### src/rtl/n_bit_serial_subtractor.sv
// Bit-serial N-bit subtractor: d = a - b - bin, one bit per clock, LSB first.
// Optional signed-overflow output enabled by defining SERIAL_SUB_OVF_EN.
module n_bit_serial_subtractor #(
  parameter int N = 4
) (
  input  logic         clk,
  input  logic         rst_n,
  input  logic         start,
  input  logic [N-1:0] a,
  input  logic [N-1:0] b,
  input  logic         bin,
  output logic         ready,
  output logic [N-1:0] d,
  output logic         bout,
  output logic         done
`ifdef SERIAL_SUB_OVF_EN
  ,
  output logic         ovf
`endif
);

  // Handshake: start is taken only on an edge where ready=1; done pulses for
  // one cycle after d/bout are loaded, and ready returns the cycle after that.
  localparam int CW = $clog2(N) + 1;
  localparam logic [CW-1:0] LAST = CW'(N - 1);

  typedef enum logic [1:0] {IDLE, SHIFT, DONE} state_t;

  state_t        state_q, state_d;
  logic [N-1:0]  a_q, a_d;
  logic [N-1:0]  b_q, b_d;
  logic [N-1:0]  res_q, res_d;
  logic          br_q, br_d;
  logic [CW-1:0] cnt_q, cnt_d;
  logic [N-1:0]  d_q, d_d;
  logic          bout_q, bout_d;
  logic          ai, bi, di, br_nx;
`ifdef SERIAL_SUB_OVF_EN
  logic          a_msb_q, a_msb_d;
  logic          b_msb_q, b_msb_d;
  logic          ovf_q, ovf_d;
`endif

  always_ff @(posedge clk or negedge rst_n) begin
    if (!rst_n) begin
      state_q <= IDLE;
      a_q     <= '0;
      b_q     <= '0;
      res_q   <= '0;
      br_q    <= 1'b0;
      cnt_q   <= '0;
      d_q     <= '0;
      bout_q  <= 1'b0;
`ifdef SERIAL_SUB_OVF_EN
      a_msb_q <= 1'b0;
      b_msb_q <= 1'b0;
      ovf_q   <= 1'b0;
`endif
    end else begin
      state_q <= state_d;
      a_q     <= a_d;
      b_q     <= b_d;
      res_q   <= res_d;
      br_q    <= br_d;
      cnt_q   <= cnt_d;
      d_q     <= d_d;
      bout_q  <= bout_d;
`ifdef SERIAL_SUB_OVF_EN
      a_msb_q <= a_msb_d;
      b_msb_q <= b_msb_d;
      ovf_q   <= ovf_d;
`endif
    end
  end

  always_comb begin
    state_d = state_q;
    a_d     = a_q;
    b_d     = b_q;
    res_d   = res_q;
    br_d    = br_q;
    cnt_d   = cnt_q;
    d_d     = d_q;
    bout_d  = bout_q;
    ready   = 1'b0;
    done    = 1'b0;
`ifdef SERIAL_SUB_OVF_EN
    a_msb_d = a_msb_q;
    b_msb_d = b_msb_q;
    ovf_d   = ovf_q;
`endif
    ai    = a_q[0];
    bi    = b_q[0];
    di    = ai ^ bi ^ br_q;
    br_nx = (~ai & bi) | (~(ai ^ bi) & br_q);

    case (state_q)
      IDLE: begin
        ready = 1'b1;
        if (start) begin
          a_d     = a;
          b_d     = b;
          br_d    = bin;
          cnt_d   = '0;
          state_d = SHIFT;
`ifdef SERIAL_SUB_OVF_EN
          a_msb_d = a[N-1];
          b_msb_d = b[N-1];
`endif
        end
      end
      SHIFT: begin
        a_d        = a_q >> 1;
        b_d        = b_q >> 1;
        res_d      = res_q >> 1;
        res_d[N-1] = di;
        br_d       = br_nx;
        cnt_d      = cnt_q + CW'(1);
        // The visible result only moves on the last bit, so it holds steady
        // while the next operation is still shifting.
        if (cnt_q == LAST) begin
          state_d = DONE;
          d_d     = res_d;
          bout_d  = br_nx;
`ifdef SERIAL_SUB_OVF_EN
          ovf_d   = (a_msb_q ^ b_msb_q) & (a_msb_q ^ di);
`endif
        end
      end
      DONE: begin
        done    = 1'b1;
        state_d = IDLE;
      end
      default: state_d = IDLE;
    endcase
  end

  assign d    = d_q;
  assign bout = bout_q;
`ifdef SERIAL_SUB_OVF_EN
  assign ovf  = ovf_q;
`endif

endmodule
### config.mk
export PLATFORM = sky130hd
export DESIGN_NAME = n_bit_serial_subtractor
export DESIGN_NICKNAME = d
export VERILOG_FILES = /design/src/rtl/n_bit_serial_subtractor.sv
export SDC_FILE = /design/constraint.sdc
export NUM_CORES = 1
export LEC_CHECK = 0
export BUFFER_PORTS_ARGS = -buffer_cell sky130_fd_sc_hd__buf_2
export CAP_MARGIN = 5
export CORE_UTILIZATION = 60
export CTS_BUF_LIST = sky130_fd_sc_hd__clkbuf_8
export CTS_CLUSTER_SIZE = 20
export DETAILED_ROUTE_END_ITERATION = 12
export GPL_TIMING_DRIVEN = 0
export PLACE_DENSITY = 0.95
export SLEW_MARGIN = 20
export SYNTH_ARGS = -nofsm -noshare
export SYNTH_HDL_FRONTEND = slang
export SYNTH_SLANG_ARGS = --single-unit
### constraint.sdc
create_clock -name clk -period 2.55 [get_ports clk]
set_input_delay 0.51 -clock clk [delete_from_list [all_inputs] [get_ports clk]]
set_output_delay 0.51 -clock clk [all_outputs]
set_load 0.01 [all_outputs]
======== After elaboration in Yosys (flattened, before gate mapping) ========
Index checks and enable logic that the tools add are counted.
storage, ports and cells
  bits in registers ....................... 23
  bits in latches ......................... 0
  bits in writable memories ............... 0
  bits in read-only memories .............. 0
  input port bits ......................... 12
  output and inout bits ................... 7
  logic and storage cells ................. 39
  memories kept ........................... 0
operators by class
  $add $sub $neg .......................... 1
  multipliers ............................. 0
  divide/modulo/power cells ............... 0
  order comparisons ....................... 0
  equality and inequality tests ........... 5
  shift operators ......................... 0
  muxes and demuxes ....................... 13
  bitwise operators ....................... 7
  reduce and logical (&&, ||, !) cells .... 5
operators by type and width
  cell                                                 number
  case mux 4 bit (2 select lines)                      2
  two-way mux 4 bit                                    2
  case mux 3 bit (2 select lines)                      1
  AND reduction 2 bit                                  3
  two-way mux 2 bit                                    2
  != test 2 bit, second input constant                 2
  case mux 2 bit (2 select lines)                      1
  adder 3 x 1 -> 3 bit, second input constant          1
  equality test 3 x 2 -> 1 bit, second input constant  1
  two-way mux 1 bit                                    3
  two-way mux 3 bit                                    1
  AND 1 bit                                            2
  equality test 2 x 1 -> 1 bit, second input constant  1
  equality test 2 bit, second input constant           1
  logical NOT 2 bit                                    1
  inverter 1 bit                                       2
  case mux 1 bit (2 select lines)                      1
  nonzero test 2 bit                                   1
  bitwise XOR 1 bit                                    2
  OR 1 bit                                             1

======== Logic depth before layout (Yosys ltp) ========
  word-level depth ........................ 5
  mapped depth ............................ 4
  gate-level depth less buffers ........... 4

======== Worst setup path after synthesis ========
OpenSTA, ideal clock, no wires.
  path type ............................... register to register
  from .................................... reg cnt_q[0]
  to ...................................... reg d_q[0], in the netlist d[0]
  setup time .............................. 125 ps
  arrival ................................. 1,291 ps
  data required time ...................... 2,425 ps
  setup slack ............................. 1,135 ps
  cell stages (with the launch flop) ...... 5
  path buffers ............................ 0
  clock period less this slack ............ 1,415 ps
  cells stage by stage .................... dfrtp_1 ha_1 ha_1 nand3b_1 mux2_2
between the ends
  longest elaborated chain between the ends .. 2
RTL lines
  element                        line  text
  start, declared                34    logic [CW-1:0] cnt_q, cnt_d;
  start signal, assigned         65    cnt_q <= cnt_d;
  equality test 3 x 2 -> 1 bit   121   if (cnt_q == LAST) begin
  AND reduction 2 bit (no line)  --
  end signal, assigned           52    d_q <= '0;
  end signal, assigned           66    d_q <= d_d;
  end, declared                  35    logic [N-1:0] d_q, d_d;
No other way between the ends.
A chain may end at the register's enable or synchronous reset.

======== Final worst setup path ========
  from .................................... reg state_q[0]
  to ...................................... out ready
between the ends
  longest elaborated chain between the ends .. 2
RTL lines
  element                 line  text
  start, declared         29    state_t state_q, state_d;
  start signal, assigned  60    state_q <= state_d;
  logical NOT 2 bit       97    case (state_q)
  two-way mux 1 bit       97
  end, declared           12    output logic ready,
No other way between the ends.

==> impl_metrics.csv <==
group,metric,value,unit
timing,setup_viol,0,
cts,cts_max_level,1,
grt,track_usage,0.2634,
grt,grt_max_degree,23,
final_layout,multi_input_area,411.6,um2
synthesis,synth_top_cell_by_area,"dfrtp_1",
grt,antenna_found_initial,0,
cts,post_cts_buffers,0,
final_layout,diodes,0,
power_and_ir_drop,ir_drop,0.0008305,V
placement,dp_hpwl,1.416,mm
timing,min_period_over_period,0.7451,
floorplanning,coreArea,0.001541,mm2
critical_path,cp-end-kind,"output pin",
power_and_ir_drop,intPower,1.057,mW
cts,clock_path_buffers,2,
detailed_routing,firstDrtPassIters,4,
power_and_ir_drop,pwr_density_cell,1340,mW/mm2
power_and_ir_drop,switching_share,0.3445,
grt,grt_pass1_wl,3.394,mm
final_layout,fillCellCount,96,
final_layout,final_cell_mix,"dfrtp_1, buf_2, inv_1",
detailed_routing,detail_route.wl_per_cell,18.31,um
synthesis,synth_fp_nets,95,
job,drv_cap,0,
floorplanning,start_util,0.6631,
synthesis,synth_top_cell_area_share,0.5386,
final_layout,stdcell_count,118,
power_and_ir_drop,leakagePower,0.5785,nW
critical_path,critPathMaxFanout,8,
timing,tightest_slew,490.0,ps
floorplanning,die_w,43.28,um
placement,placed_cells,114,
synthesis,avgSynthCellArea,12.78,um2
floorplanning,fp.dieArea,0.001873,mm2
floorplanning,core.rowCount,14,
synthesis,synthTopCellsByArea,"dfrtp_1, mux2_2, inv_1, a222oi_1, nor3b_1",
grt,grt_pass1_vias,722,
detailed_routing,wl,2.160,mm
cts,insertion_delay,270,ps
synthesis,syn_area,0.001022,mm2
critical_path,timing.setup.critical_path_class,"reg2out",
detailed_routing,drc_errors,0,
timing,relSlewSlack,0.6733,
power_and_ir_drop,combPwrFrac,0.418,
timing,hold_viol_final,0,
synthesis,ys_ff_latch,22,
cts,path_clk_slew,80,ps
grt,overflow,0,
power_and_ir_drop,clkPwrFrac,0.206,
timing,tns,0,ps
final_layout,register_area,550.5,um2
power_and_ir_drop,pwr-share-seq,0.376,
final_layout,mostFrequentLayoutCell,"dfrtp_1",
critical_path,path_delay_family,"flip-flops",
final_layout,final_nets,118,
final_layout,syn_to_final_growth,17.75,%
cts,ctsHoldBuffers,0,
timing,rsz0062_at_grt,"no",
min_path,min_path_type,"in2async",
timing,fmax,526.3,MHz
timing,drv_slew,0,
detailed_routing,routed_via_density,6.161,
cts,numCtsBuffers,3,
floorplanning,boundaryPins,19,
synthesis,syn_inst,80,
power_and_ir_drop,p_sw,555.6,uW
synthesis,ys_warn_count,0,
critical_path,path_cells,"buf_6, nor2_1, buf_2",
placement,io_buffer_count,18,
cts,cts_root_buf,"clkbuf_8",
critical_path,cp-start-kind,"register",
critical_path,slowest_delay,380,ps
floorplanning,die_h,43.28,um
cts,clkSinkCount,22,
critical_path,slowest_stage,"dfrtp_1",
cts,cts_tree,"done",
synthesis,synth_cell_type_count,27,
detailed_routing,num_vias,727,
cts,cts-resized-gates,0,
final_layout,layout-drive-gt1-share,0.3529,
critical_path,arrival,1390,ps
timing,fin_worst_skew,0.4535,ps
critical_path,worstPathRequired,2040,ps
run_status,status,"completed",
synthesis,synth-seq-area-share,0.5386,
detailed_routing,drt-initial-drc-count,29,
detailed_routing,ant_nets,0,
placement,gp_congestion,0.7832,
timing,period_needed,1900,ps
critical_path,cp_num_buf_inv,2,
logic make-up after synthesis:
group                      Yosys count  share of synthesized area
DFF                                 22                     0.5386
adders and majority gates            3                    0.04406
buffers and inverters               13                    0.05874
and+or+nand+nor                     19                     0.1322
AOI/OAI and AO/OA                   14                     0.1297
muxes                                9                    0.09670
registers in the layout, summed over array words and instances, names as in the netlist:
signal,cells
state_q,2
d,4
b_q,4
bout,1
cnt_q,3
a_q,4
res_q,3
br_q,1
power by group through the flow:
| stage | logic, mW | clock network [mW] | registers (mW) |
|---|---|---|---|
| 6_report | 0.674 | 0.332 | 0.607 |
| 3_5_place_dp | 0.656 | 0 | 0.612 |
| 2_1_floorplan | 0.468 | 0 | 0.605 |
| 3_3_place_gp | 0.615 | 0 | 0.595 |
| 5_1_grt | 0.727 | 0.338 | 0.621 |
| 4_1_cts | 0.667 | 0.330 | 0.606 |
path summary, 6_finish.rpt:
path | startpoint | endpoint | cells past startpoint | slack, ps
setup / recovery | state_q[0] | ready | 3 | 650
hold / removal | rst_n | d[0] | 1 | 190
setup reg to reg | cnt_q[0] | d[1] | 4 | 960
hold reg to reg | d[0] | d[0] | 1 | 510
max in group asynchronous | rst_n | b_q[1] | 1 | 2030
min in group clk | b[3] | b_q[3] | 2 | 490
layout make-up:
type / count / share of cell area
inverter: 9 / 0.02807
sequential: 22 / 0.4574
clock buffer: 3 / 0.03430
timing repair buffer: 18 / 0.07484
clock inverter: 1 / 0.02495
tap: 16 / 0.01663
buffer: 4 / 0.02183
multi-input combinational: 45 / 0.3420
metal layers:
layer | track usage | vias up | routed length (um)
met5 | 0 | - | 0
met4 | 0.1212 | 0 | 43
met3 | 0.06809 | 5 | 145
met2 | 0.4328 | 36 | 1136
met1 | 0.3219 | 355 | 834
li1 | - | 331 | -
metrics by stage:
| step | total power, mW | util | setup slack [ps] | hold slack, ps | instance area [um2] |
|---|---|---|---|---|---|
| after floorplan | 1.074 | - | 1135 | 214.4 | 1022 |
| after global placement | 1.210 | 0.7346 | 1017 | 468.8 | 1132 |
| after detailed placement | 1.268 | 0.7346 | 956.0 | 488.1 | 1132 |
| after CTS | 1.604 | 0.7808 | 671.0 | 204.7 | 1204 |
| after global routing | 1.686 | 0.7808 | 602.2 | 229.9 | 1204 |
| final | 1.613 | 0.7808 | 650.1 | 188.6 | 1204 |
Yosys cell counts, drive strengths merged:
master	n
a21oi	1
and2	1
mux2i	2
o21ba	1
a211oi	3
dfrtp	22
fa	1
o221a	1
nor2	1
ha	2
a32o	1
a22o	1
a222oi	3
nor3b	4
inv	9
nor2b	4
or4b	1
a221o	1
nand3b	1
nor4b	3
o22ai	1
nand2b	3
o21bai	1
buf	4
mux2	7
and2b	1
(Power assumes the default switching activity.)
